## src/rtl/leaf_replay_relay.sv

```systemverilog
// Registered relay: records valid leaf packets in a 2^DEPTH_BITS history, replays them into idle cycles after resend; 1-cycle live latency, no backpressure.
// Optional LEAF_REPLAY_STATS_EN adds replayed_pkts / aborted_replays counters.
module leaf_replay_relay #(
  parameter int PACKET_BITS = 49,
  parameter int DEPTH_BITS  = 4
) (
  input  logic                   clk,
  input  logic                   reset,
  input  logic [PACKET_BITS-1:0] din_pkt,
  input  logic                   resend,
  output logic [PACKET_BITS-1:0] dout_pkt,
  output logic                   replay_busy,
`ifdef LEAF_REPLAY_STATS_EN
  output logic [15:0]            replayed_pkts,
  output logic [7:0]             aborted_replays,
`endif
  output logic                   overrun
);

  localparam int DEPTH = 1 << DEPTH_BITS;
  localparam logic [DEPTH_BITS:0] DEPTH_CNT = (DEPTH_BITS+1)'(DEPTH);
  localparam logic [DEPTH_BITS:0] ONE_CNT   = (DEPTH_BITS+1)'(1);

  typedef enum logic [1:0] {IDLE, HOLD, REPLAY} state_t;

  state_t                 state_q, state_d;
  logic [DEPTH_BITS-1:0]  wr_ptr_q, wr_ptr_d;
  logic [DEPTH_BITS-1:0]  rd_ptr_q, rd_ptr_d;
  logic [DEPTH_BITS:0]    count_q, count_d;
  logic [DEPTH_BITS:0]    remaining_q, remaining_d;
  logic [PACKET_BITS-1:0] dout_q, dout_d;
  logic                   overrun_q, overrun_d;
  logic                   wr_en;
  logic                   din_vld;
  logic [PACKET_BITS-1:0] mem_q [DEPTH];
  logic [PACKET_BITS-1:0] ram_q;

  assign din_vld = din_pkt[PACKET_BITS-1];

  always_comb begin
    state_d     = state_q;
    wr_ptr_d    = wr_ptr_q;
    rd_ptr_d    = rd_ptr_q;
    count_d     = count_q;
    remaining_d = remaining_q;
    dout_d      = '0;
    overrun_d   = overrun_q;
    wr_en       = 1'b0;
    case (state_q)
      IDLE: begin
        dout_d = din_pkt;
        wr_en  = din_vld;
        if (resend) state_d = HOLD;
      end
      HOLD: begin
        if (!resend) begin
          rd_ptr_d    = wr_ptr_q - count_q[DEPTH_BITS-1:0];
          remaining_d = count_q;
          state_d     = (count_q != '0) ? REPLAY : IDLE;
        end
      end
      REPLAY: begin
        if (resend) begin
          state_d = HOLD;
        end else if (din_vld) begin
          dout_d = din_pkt;
          wr_en  = 1'b1;
          // Live write landing on the next unreplayed slot destroys the replay.
          if (wr_ptr_q == rd_ptr_q && remaining_q != '0) begin
            overrun_d = 1'b1;
            state_d   = IDLE;
          end
        end else begin
          dout_d      = ram_q;
          rd_ptr_d    = rd_ptr_q + 1'b1;
          remaining_d = remaining_q - 1'b1;
          if (remaining_q == ONE_CNT) state_d = IDLE;
        end
      end
      default: state_d = IDLE;
    endcase
    if (wr_en) begin
      wr_ptr_d = wr_ptr_q + 1'b1;
      if (count_q != DEPTH_CNT) count_d = count_q + 1'b1;
    end
  end

  always_ff @(posedge clk) begin
    if (reset) begin
      state_q     <= IDLE;
      wr_ptr_q    <= '0;
      rd_ptr_q    <= '0;
      count_q     <= '0;
      remaining_q <= '0;
      dout_q      <= '0;
      overrun_q   <= 1'b0;
    end else begin
      state_q     <= state_d;
      wr_ptr_q    <= wr_ptr_d;
      rd_ptr_q    <= rd_ptr_d;
      count_q     <= count_d;
      remaining_q <= remaining_d;
      dout_q      <= dout_d;
      overrun_q   <= overrun_d;
    end
  end

  // Read address is the next rd_ptr, so ram_q always holds history[rd_ptr_q].
  always_ff @(posedge clk) begin
    if (wr_en) mem_q[wr_ptr_q] <= din_pkt;
    ram_q <= mem_q[rd_ptr_d];
  end

  assign dout_pkt    = dout_q;
  assign replay_busy = (state_q == REPLAY);
  assign overrun     = overrun_q;

`ifdef LEAF_REPLAY_STATS_EN
  logic        replay_rd;
  logic        replay_abort;
  logic [15:0] replayed_q;
  logic [7:0]  aborted_q;

  assign replay_rd    = (state_q == REPLAY) && !resend && !din_vld;
  assign replay_abort = (state_q == REPLAY) &&
                        (resend || (din_vld && wr_ptr_q == rd_ptr_q && remaining_q != '0));

  always_ff @(posedge clk) begin
    if (reset) begin
      replayed_q <= '0;
      aborted_q  <= '0;
    end else begin
      if (replay_rd) replayed_q <= replayed_q + 16'd1;
      if (replay_abort && aborted_q != 8'hFF) aborted_q <= aborted_q + 8'd1;
    end
  end

  assign replayed_pkts   = replayed_q;
  assign aborted_replays = aborted_q;
`endif

endmodule

```

## config.mk

```make
export PLATFORM = sky130hd
export DESIGN_NAME = leaf_replay_relay
export DESIGN_NICKNAME = d
export VERILOG_FILES = /design/src/rtl/leaf_replay_relay.sv
export SDC_FILE = /design/constraint.sdc
export NUM_CORES = 1
export LEC_CHECK = 0
export CAP_MARGIN = 40
export CORE_ASPECT_RATIO = 0.6
export CORE_UTILIZATION = 33
export CTS_CLUSTER_DIAMETER = 120
export CTS_CLUSTER_SIZE = 8
export DETAILED_ROUTE_END_ITERATION = 10
export PLACE_DENSITY = 0.53
export SLEW_MARGIN = 0
export SYNTH_ARGS = -nofsm -noshare
export SYNTH_HDL_FRONTEND = slang
export SYNTH_SLANG_ARGS = --single-unit
```

## constraint.sdc

```tcl
create_clock -name clk -period 12 [get_ports clk]
set_input_delay 1.8 -clock clk [delete_from_list [all_inputs] [get_ports clk]]
set_output_delay 1.8 -clock clk [all_outputs]
set_load 0.05 [all_outputs]
```

==> PnR_summary.wiki, run 1 <==
{| class="wikitable"
! Metric !! Value
|-
| Result of the run || finished clean
|-
| Detailed-placement wirelength estimate || 54.2 mm
|-
| Unrepaired setup endpoints after global routing || no
|-
| Cell depth of the worst flop-to-flop path || 11
|-
| Total of warnings raised by yosys || 0
|-
| Maximum fanout along the worst path || 77
|-
| GR met1 Demand/Resource || 28.5%
|-
| Synthesized netlist net count || 2500
|-
| Power density over the cells || 178 mW/mm^2
|-
| Clock Pin Slew Worst Setup and Hold Paths || 0.05 ns
|-
| Number of antenna violations at the first check in global routing || 4
|-
| Number of maximum-capacitance constraint violations || 0
|-
| Fill count || 9566
|-
| Final hold slack || 0.486 ns
|-
| First drt pass iteration count || 7
|-
| Die span in x || 426 um
|-
| Top-Level Pins || 103
|-
| Period utilization || 50.1%
|-
| Met3 usage in global routing || 3.52%
|-
| Placeable core area || 0.106 mm^2
|-
| Required time of the critical path || 12.60 ns
|-
| Nature of the critical path startpoint || input port
|-
| Internal Pwr Total || 5.79 mW
|-
| Tot GR Track Use || 19.2%
|-
| Cell area after technology mapping || 0.0356 mm^2
|-
| Hold Violations, Final || 0
|-
| Initial core utilization || 33.6%
|-
| DRC violation total after the first TritonRoute iteration || 2295
|-
| Worst r2r dst || ram_q[26]
|-
| Flop2flop setup slack || 7.10 ns
|-
| Net switching power of the design || 1.74 mW
|-
| Hold Buf Count CTS || 0
|-
| Comb power frac || 7.2%
|-
| Count of distinct cell types in the synthesized netlist || 50
|-
| Maximum ir drop on the vdd rail || 0.129 mV
|-
| Die Height || 256 um
|-
| Routability-driven placement congestion ratio || 0.772
|-
| Total congestion overflow || 0
|-
| Share of cells above drive strength 1 || 9.47%
|-
| Global-route wire length before repair || 154 mm
|-
| Clock latency on the worst-skew pair || 0.73 ns
|-
| Kind of capture point of the worst setup path || flip-flop
|-
| CTS tree || yes
|-
| Clock tree root driver cell || sky130_fd_sc_hd__clkbuf_16
|-
| Proportion of total power due to net switching || 23.1%
|-
| Syn Area/Cell || 14.6 um^2
|-
| Maximum clock frequency || 166 MHz
|-
| H-tree depth || 4
|-
| Number of buffers on the longest clock path || 3
|-
| CP arrival || 6.61 ns
|-
| Cells after synthesis || 2430
|-
| Crit Path Class || in -> reg
|-
| Tightest slew margin relative to the limit || 35.8%
|-
| Drc violations || 0
|-
| Capture point of the worst path || ram_q[18]
|-
| Pin count of the biggest net entering global routing || 151
|-
| Post-detailed-route count of antenna-violating nets || 0
|-
| Fin Setup TNS || 0 ns
|-
| Final critical path time including I/O delays and setup || 6.01 ns
|-
| Register area share after synthesis || 72.8%
|-
| Detailed-route wire length per cell || 26.1 um
|-
| Setup repair bufs after CTS || 0
|-
| TritonCTS Sinks || 903
|-
| # rows || 92
|-
| Worst r2r src || state_q[0]
|-
| Most used cells in the layout excluding fill and tap cells || sky130_fd_sc_hd__edfxtp_1 (784), sky130_fd_sc_hd__and3_1 (337), sky130_fd_sc_hd__a211oi_1 (337)
|-
| Total design power || 7.53 mW
|-
| Number of global-route vias before repair || 22540
|-
| Via Count || 22578
|-
| Clock buffer count from CTS || 130
|-
| Post-Route WL || 105 mm
|-
| Number of buffer cells added on primary ports || 102
|-
| Static Leakage || 14.0 nW
|-
| Worst min-delay path category || reg -> reg
|-
| Synthesis-to-layout area growth || 19.2%
|-
| Global routing met2 resource utilization || 28.5%
|-
| Post-CTS sizing || 0
|-
| Number of slew-limit violations in the final report || 0
|-
| Proportion of register bits with asynchronous set or reset after synthesis || 0%
|-
| Most common library cell in the layout ignoring fill and taps || sky130_fd_sc_hd__edfxtp_1
|-
| Number of enable flip-flop cells after synthesis || 784
|-
| Sequential power share || 47.2%
|-
| Worst setup startpoint || din_pkt[48]
|-
| Die area || 0.109 mm^2
|-
| Worst slew pin tran || 0.960 ns
|-
| Post-DR vias/cell || 5.62
|-
| Number of storage elements in the synthesis netlist || 903
|-
| Most crowded layer after global routing || met1
|-
| Clock share of power || 45.6%
|-
| Worst clock skew on the final layout || 0.0250 ns
|-
| Layout net count || 2581
|-
| Commonest register cell after synthesis || sky130_fd_sc_hd__edfxtp_1
|-
| Total of endpoints with negative setup slack in the final report || 0
|}
==> metrics by stage <==
step           instances  util (%)  area [um^2]  setup WS (ns)
6_report            4020      40.1        42400           5.99
4_1_cts             4018      40.1        42400           6.04
3_5_place_dp        3789      36.4        38600           5.27
2_1_floorplan       2430         -        35600           5.30
5_1_grt             4019      40.1        42400           5.71
3_3_place_gp        3766      35.9        38100           5.15
==> per-layer routing <==
| layer | vias up | wire [um] |
|---|---|---|
| li1 | 9897 | - |
| met1 | 11693 | 49500 |
| met2 | 853 | 46200 |
| met3 | 129 | 7330 |
| met4 | 6 | 1780 |
| met5 | - | 40 |
==> synthesized netlist by cell type, drive strengths merged, types with 3 or more instances <==
cell type,instances,share of area (%)
a211oi,337,7.1
a21o,3,0.063
a21oi,11,0.15
a22oi,51,1.1
a311oi,4,0.098
a31oi,50,0.88
and2,5,0.088
and3,337,5.9
buf,54,0.73
clkbuf,167,1.8
dfxtp,119,6.7
edfxtp,784,66
ha,17,0.60
inv,15,0.16
mux2i,8,0.23
nand2,118,1.2
nand2b,4,0.070
nand3,6,0.084
nand4,3,0.053
nor2,86,0.91
nor2b,4,0.070
nor3,9,0.13
nor3b,3,0.077
o2111a,48,1.5
o211ai,100,2.1
o21ai,8,0.11
o21bai,47,0.99
xnor2,8,0.20
xor2,5,0.12
==> registers in the layout, summed over array words and instances (netlist names), named ones only <==
signal	count
mem_q	784
dout_pkt	49
ram_q	49
count_q	5
remaining_q	5
wr_ptr_q	4
rd_ptr_q	3
state_q	2
overrun	1
==> worst min-delay path by stage <==
stage	startpoint	endpoint	slack [ns]	cells after the start
floorplan	ram_q[0]	dout_pkt[0]	0.44	2
global placement	overrun	overrun	0.47	2
detailed placement	ram_q[39]	dout_pkt[39]	0.48	2
CTS	ram_q[39]	dout_pkt[39]	0.49	2
global route	ram_q[39]	dout_pkt[39]	0.50	2
finish	ram_q[15]	dout_pkt[15]	0.49	2
==> power by group through the flow <==
stage / sequential (mW) / clock [mW] / combinational (mW)
after global routing: 3.56 / 3.63 / 0.587
after global placement: 3.61 / 0 / 0.520
after detailed placement: 3.61 / 0 / 0.544
after floorplan: 3.66 / 0 / 0.264
after CTS: 3.55 / 3.50 / 0.548
final: 3.55 / 3.43 / 0.545
==> worst max-delay path, stage by stage <==
cell and delay [ns]:
sky130_fd_sc_hd__clkdlybuf4s50_1 1.10, sky130_fd_sc_hd__nor3b_1 0.21, sky130_fd_sc_hd__o21ai_4 0.78, sky130_fd_sc_hd__buf_4 0.71, sky130_fd_sc_hd__and2_1 0.51, sky130_fd_sc_hd__nand2_2 0.55, sky130_fd_sc_hd__buf_4 0.53, sky130_fd_sc_hd__o2111a_1 0.34
==> cells by family (layout without fill, tap and decap cells) <==
group,count (synthesis),after routing,synth area share [%]
compound gates,670,670,14.4
flops,903,903,72.8
other cells,0,2,0
simple gates,579,579,8.73
buf+inv,236,414,2.65
fa+ha+maj,18,18,0.654
mux,11,11,0.352
xor+xnor,13,13,0.320
==> area by class of cell <==
type                       count  area, um^2  area share [%]
sequential                   903       25900            61.1
multi-input combinational   1291        8940            21.1
clock buffer                 220        3680            8.67
timing repair buffer         170        1910            4.51
tap                         1410        1760            4.16
clock inverter                 9         139           0.327
inverter                      15        56.3           0.133
antenna                        2        5.00          0.0118
Note: power is estimated with default switching activity, not from simulation.
==> run 2, diff against run 1 <==
==> constraint.sdc (replaced) <==
create_clock -name clk -period 5.6 [get_ports clk]
set_input_delay 0.84 -clock clk [delete_from_list [all_inputs] [get_ports clk]]
set_output_delay 0.84 -clock clk [all_outputs]
set_load 0.05 [all_outputs]
==> PnR_summary.wiki, run 2 (same netlist as run 1, synthesis figures left out) <==
{| class="wikitable"
! Metric !! Value
|-
| Share of cells above drive strength 1 || 9.80% (+0.33 points)
|-
| Worst slew pin tran || 0.881 ns (-0.0792 ns)
|-
| Register containing the most flip-flops in the final layout || mem_q
|-
| Drc violations || 0 (unchanged)
|-
| Number of antenna violations at the first check in global routing || 6 (+2)
|-
| Most used cells in the layout excluding fill and tap cells || sky130_fd_sc_hd__edfxtp_1 (784), sky130_fd_sc_hd__and3_1 (337), sky130_fd_sc_hd__a211oi_1 (337)
|-
| Number of buffer cells added on primary ports || 102 (unchanged)
|-
| Nature of the critical path startpoint || flip-flop
|-
| Fin Setup TNS || 0 ns (unchanged)
|-
| Unrepaired setup endpoints after global routing || no
|-
| Total congestion overflow || 0 (unchanged)
|-
| Number of buffers on the longest clock path || 3 (unchanged)
|-
| Tot GR Track Use || 19.2% (about the same)
|-
| Power density over the cells || 382 mW/mm^2 (+120%)
|-
| Pin count of the biggest net entering global routing || 150 (-0.66%)
|-
| # rows || 92 (unchanged)
|-
| Post-Route WL || 105 mm (-0.11%)
|-
| Number of maximum-capacitance constraint violations || 0 (unchanged)
|-
| Final instance count without filler cells || 4038 (+0.45%)
|-
| Worst clock skew on the final layout || 0.0227 ns (-0.00227 ns)
|-
| H-tree depth || 4 (unchanged)
|-
| Synthesis-to-layout area growth || 19.5%
|-
| Post-detailed-route count of antenna-violating nets || 0 (unchanged)
|-
| Die span in x || 426 um (unchanged)
|-
| Maximum fanout along the worst path || 46 (-40%)
|-
| Hold Buf Count CTS || 0 (unchanged)
|-
| Placed Cells incl. Taps || 3797 (+0.21%)
|-
| First drt pass iteration count || 5 (-2)
|-
| Max FFs per register || 784 (unchanged)
|-
| Setup repair bufs after CTS || 0 (unchanged)
|-
| Worst min-delay path category || reg -> reg
|-
| Number of slew-limit violations in the final report || 0 (unchanged)
|-
| Maximum clock frequency || 260 MHz
|-
| Initial core utilization || 33.6% (unchanged)
|-
| Kind of capture point of the worst setup path || flip-flop
|-
| Die area || 0.109 mm^2 (unchanged)
|-
| Final critical path time including I/O delays and setup || 3.85 ns
|-
| Required time of the critical path || 6.26 ns (-6.34 ns)
|-
| Detailed-route wire length per cell || 25.9 um (-0.56%)
|-
| Top-Level Pins || 103 (unchanged)
|-
| Number of global-route vias before repair || 22530 (-0.044%)
|-
| Routability-driven placement congestion ratio || 0.800 (+3.5%)
|-
| Via Count || 22445 (-0.59%)
|-
| Total of endpoints with negative setup slack in the final report || 0 (unchanged)
|-
| Maximum ir drop on the vdd rail || 0.209 mV (+61%)
|-
| Post-CTS sizing || 0 (unchanged)
|-
| CTS tree || yes
|-
| Clock latency on the worst-skew pair || 0.73 ns (about the same)
|-
| Most common library cell in the layout ignoring fill and taps || sky130_fd_sc_hd__edfxtp_1
|-
| Detailed-placement wirelength estimate || 54.0 mm (-0.40%)
|-
| Die Height || 256 um (unchanged)
|-
| Global-route wire length before repair || 155 mm (+0.18%)
|-
| Tightest slew margin relative to the limit || 41.3% (+5.5 points)
|-
| Layout net count || 2589 (+0.31%)
|-
| TritonCTS Sinks || 903 (unchanged)
|-
| Crit Path Class || reg -> reg
|-
| Period utilization || 68.7%
|-
| DRC violation total after the first TritonRoute iteration || 2092 (-8.8%)
|-
| Clock tree root driver cell || sky130_fd_sc_hd__clkbuf_16
|-
| Hold Violations, Final || 0 (unchanged)
|-
| CP arrival || 4.51 ns (-2.10 ns)
|-
| Post-DR vias/cell || 5.56 (-1.0%)
|-
| Clock Pin Slew Worst Setup and Hold Paths || 0.06 ns (about the same)
|-
| Result of the run || finished clean
|-
| Clock buffer count from CTS || 130 (unchanged)
|-
| Placeable core area || 0.106 mm^2 (unchanged)
|-
| Static Leakage || 14.1 nW (+0.35%)
|}
==> run 2: critical path, cell delays in order (launching register included) <==
cell,delay (ns)
sky130_fd_sc_hd__dfxtp_1,0.82
sky130_fd_sc_hd__ha_1,0.37
sky130_fd_sc_hd__xor2_1,0.17
sky130_fd_sc_hd__o211ai_1,0.37
sky130_fd_sc_hd__a32o_4,0.82
sky130_fd_sc_hd__buf_4,0.40
sky130_fd_sc_hd__a211oi_1,0.09
sky130_fd_sc_hd__o211ai_1,0.39
sky130_fd_sc_hd__o2111a_1,0.25
==> run 2: final cells by class <==
cell class | instances | area [um^2]
antenna | 5 | 12.5
fill | 9650 | 63400
clock buffer | 228 | 3770
tap | 1410 | 1760
sequential | 903 | 25900
clock inverter | 8 | 119
multi-input combinational | 1291 | 8970
inverter | 15 | 56.3
timing repair buffer | 178 | 1930
==> run 2: metal layers <==
layer | track usage, % | share of wire (%) | vias up | routed length (um)
li1 | - | - | 9929 | -
met1 | 29.0 | 49 | 11648 | 51000
met2 | 27.5 | 43 | 716 | 44700
met3 | 3.81 | 6.6 | 146 | 6950
met4 | 5.46 | 1.9 | 6 | 1940
met5 | 0 | 0.038 | - | 40
==> run 2: per-stage QoR <==
stage	hold WS (ns)	utilization [%]	area, um^2	power [mW]	worst slack, ns
2_1_floorplan	0.443	-	35600	8.41	0.931
3_3_place_gp	0.451	36.4	38500	8.91	1.28
3_5_place_dp	0.465	36.5	38600	8.94	1.21
4_1_cts	0.480	40.2	42500	16.4	1.78
5_1_grt	0.510	40.2	42500	16.8	1.65
6_report	0.475	40.2	42500	16.3	1.75
==> run 2: final timing paths <==
| check | from | end | slack (ns) | cells after the start |
|---|---|---|---|---|
| max reg2reg | wr_ptr_q[2] | ram_q[29] | 1.75 | 8 |
| min | ram_q[5] | dout_pkt[5] | 0.48 | 2 |
| max | wr_ptr_q[2] | ram_q[29] | 1.75 | 8 |
| min reg2reg | ram_q[5] | dout_pkt[5] | 0.48 | 2 |
==> run 2: power by group <==
part	internal, mW	switching [mW]	total, mW
registers	7.55	0.0725	7.62
logic	0.417	0.771	1.19
clock network	4.55	2.90	7.45
==> run 3, diff against run 2 <==
==> constraint.sdc (replaced) <==
create_clock -name clk -period 3.6 [get_ports clk]
set_input_delay 0.54 -clock clk [delete_from_list [all_inputs] [get_ports clk]]
set_output_delay 0.54 -clock clk [all_outputs]
set_load 0.05 [all_outputs]
==> PnR_summary.wiki, run 3 (same netlist as run 1, synthesis figures left out) <==
{| class="wikitable"
! Metric !! Value
|-
| Placeable core area || 0.106 mm^2 (unchanged)
|-
| Post-Route WL || 106 mm (+1.7%)
|-
| Final critical path time including I/O delays and setup || 3.50 ns (-0.347 ns)
|-
| Drc violations || 0 (unchanged)
|-
| Post-DR vias/cell || 5.61 (+0.95%)
|-
| Clock Pin Slew Worst Setup and Hold Paths || 0.06 ns (about the same)
|-
| Post-detailed-route count of antenna-violating nets || 0 (unchanged)
|-
| Detailed-route wire length per cell || 26.3 um (+1.5%)
|-
| Layout net count || 2607 (+0.70%)
|-
| Fill count || 9590 (-0.62%)
|-
| Die area || 0.109 mm^2 (unchanged)
|-
| Number of antenna violations at the first check in global routing || 6 (unchanged)
|-
| Fin Setup TNS || 0 ns (unchanged)
|-
| Number of buffer cells added on primary ports || 102 (unchanged)
|-
| Maximum fanout along the worst path || 63 (+37%)
|-
| Period utilization || 97.3% (+29 points)
|-
| Via Count || 22714 (+1.2%)
|-
| Placed Cells incl. Taps || 3811 (+0.37%)
|-
| Synthesis-to-layout area growth || 20.7%
|-
| Total of endpoints with negative setup slack in the final report || 0 (unchanged)
|-
| Clock latency on the worst-skew pair || 0.73 ns (about the same)
|-
| Tightest slew margin relative to the limit || 44.1% (+2.8 points)
|-
| Hold Violations, Final || 0 (unchanged)
|-
| Number of global-route vias before repair || 22722 (+0.85%)
|-
| Delay contributed by the slowest stage of the critical path || 0.43 ns (-0.39 ns)
|-
| Detailed-placement wirelength estimate || 55.4 mm (+2.6%)
|-
| Most common library cell in the layout ignoring fill and taps || sky130_fd_sc_hd__edfxtp_1
|-
| Die Height || 256 um (unchanged)
|-
| Total design power || 25.1 mW (+55%)
|-
| Number of slew-limit violations in the final report || 0 (unchanged)
|-
| Clock buffer count from CTS || 130 (unchanged)
|-
| Crit path max-delay family || compound AO/OA/AOI/OAI gates
|-
| Power density over the cells || 585 mW/mm^2 (+53%)
|-
| Kind of capture point of the worst setup path || flip-flop
|-
| First drt pass iteration count || 5 (unchanged)
|-
| Static Leakage || 14.2 nW (+0.96%)
|-
| Worst clock skew on the final layout || 0.0300 ns (+0.00733 ns)
|-
| Post-route design area || 0.0429 mm^2 (+0.94%)
|-
| # rows || 92 (unchanged)
|-
| Master of the slowest instance on the critical path || sky130_fd_sc_hd__a32o_4
|-
| TritonCTS Sinks || 903 (unchanged)
|-
| Total congestion overflow || 0 (unchanged)
|-
| Global-route wire length before repair || 157 mm (+1.5%)
|-
| Number of maximum-capacitance constraint violations || 0 (unchanged)
|-
| Register containing the most flip-flops in the final layout || mem_q
|-
| DRC violation total after the first TritonRoute iteration || 2163 (+3.4%)
|-
| Buffering stage count on the worst path with inverters included || 3 (+2)
|-
| CTS tree || yes
|-
| Tot GR Track Use || 19.4% (+0.25 points)
|-
| Most used cells in the layout excluding fill and tap cells || sky130_fd_sc_hd__edfxtp_1 (784), sky130_fd_sc_hd__and3_1 (337), sky130_fd_sc_hd__a211oi_1 (337)
|-
| Routability-driven placement congestion ratio || 0.793 (-0.78%)
|-
| Crit-path most repeated cell || sky130_fd_sc_hd__inv_1
|-
| Worst min-delay path category || in -> reg
|-
| CP arrival || 4.16 ns (-0.35 ns)
|-
| Maximum clock frequency || 286 MHz (+9.9%)
|-
| Series of cell instances along the critical path || inv_1 > ha_1 > inv_1 > fa_1 > xor2_1 > o211ai_1 > a32o_4 > buf_12 > a211oi_1 > o21bai_1 > o2111a_1
|-
| Max FFs per register || 784 (unchanged)
|-
| Pin count of the biggest net entering global routing || 112 (-25%)
|-
| Final instance count without filler cells || 4048 (+0.25%)
|-
| Number of buffers on the longest clock path || 3 (unchanged)
|-
| Nature of the critical path startpoint || flip-flop
|-
| Top-Level Pins || 103 (unchanged)
|-
| Worst slew pin tran || 0.836 ns (-0.0450 ns)
|-
| Hold Buf Count CTS || 0 (unchanged)
|-
| Result of the run || finished clean
|-
| Die span in x || 426 um (unchanged)
|-
| H-tree depth || 4 (unchanged)
|-
| Maximum ir drop on the vdd rail || 0.435 mV (+110%)
|-
| Clock tree root driver cell || sky130_fd_sc_hd__clkbuf_16
|-
| Crit Path Class || reg -> reg
|-
| Share of cells above drive strength 1 || 10.5% (+0.68 points)
|-
| Area of placed instances || 0.0391 mm^2 (+1.2%)
|-
| Initial core utilization || 33.6% (unchanged)
|-
| Unrepaired setup endpoints after global routing || no
|-
| Required time of the critical path || 4.26 ns (-2.00 ns)
|-
| Final hold slack || 0.272 ns (-0.203 ns)
|}
[run 3: cell types whose count changed in the layout (fill, tap and decap cells not counted), moves of 2 or more]
cell                        delta
sky130_fd_sc_hd__buf_12       +32
sky130_fd_sc_hd__buf_4        -12
sky130_fd_sc_hd__clkbuf_1      -4
sky130_fd_sc_hd__buf_16        -3
sky130_fd_sc_hd__clkbuf_16     -3
sky130_fd_sc_hd__diode_2       -2
sky130_fd_sc_hd__inv_16        -2
sky130_fd_sc_hd__inv_6         +2
[run 3: area by class of cell]
| class | instances | area, um^2 | share of cell area (%) |
|---|---|---|---|
| repair buffers | 196 | 2420 | 5.64 |
| clock buffers | 220 | 3650 | 8.51 |
| clock inverters | 10 | 143 | 0.332 |
| inverters | 15 | 56.3 | 0.131 |
| diodes | 3 | 7.51 | 0.0175 |
| well taps | 1410 | 1760 | 4.11 |
| flip-flops and latches | 903 | 25900 | 60.4 |
| multi-input cells | 1291 | 8980 | 20.9 |
[run 3: report_power, final]
| part | internal [mW] | leakage (nW) | total [mW] | switching, mW |
|---|---|---|---|---|
| Clock | 6.88 | 1.81 | 11.4 | 4.51 |
| Combinational | 0.661 | 4.34 | 1.88 | 1.22 |
| Sequential | 11.7 | 8.06 | 11.9 | 0.115 |
| Total | 19.3 | 14.2 | 25.1 | 5.85 |
[run 3: final timing paths]
check,startpoint,to,slack [ns],cells past startpoint
max,wr_ptr_q[0],ram_q[18],0.1,11
min,reset,dout_pkt[40],0.27,2
max reg2reg,wr_ptr_q[0],ram_q[18],0.1,11
min reg2reg,ram_q[10],dout_pkt[10],0.48,2
[run 3: metal layers]
| metal | routed length, um | share of wire, % | track usage [%] |
|---|---|---|---|
| met1 | 49800 | 47 | 28.7 |
| met2 | 46500 | 44 | 28.3 |
| met3 | 8210 | 7.7 | 4.32 |
| met4 | 1860 | 1.8 | 5.72 |
| met5 | 60 | 0.056 | 0 |
[run 3: metrics by stage]
step                utilization, %  worst slack (ns)
finish                        40.6            0.0978
global placement              36.9             0.104
detailed placement            36.9             0.127
CTS                           40.5            0.0950
global route                  40.5           0.00216
floorplan                        -            0.0203
[run 3: timing repair]
item,CTS,global route
resized for setup,0,3
setup endpoints to repair,0,12
hold endpoints to repair,0,0
buffers inserted,0,3
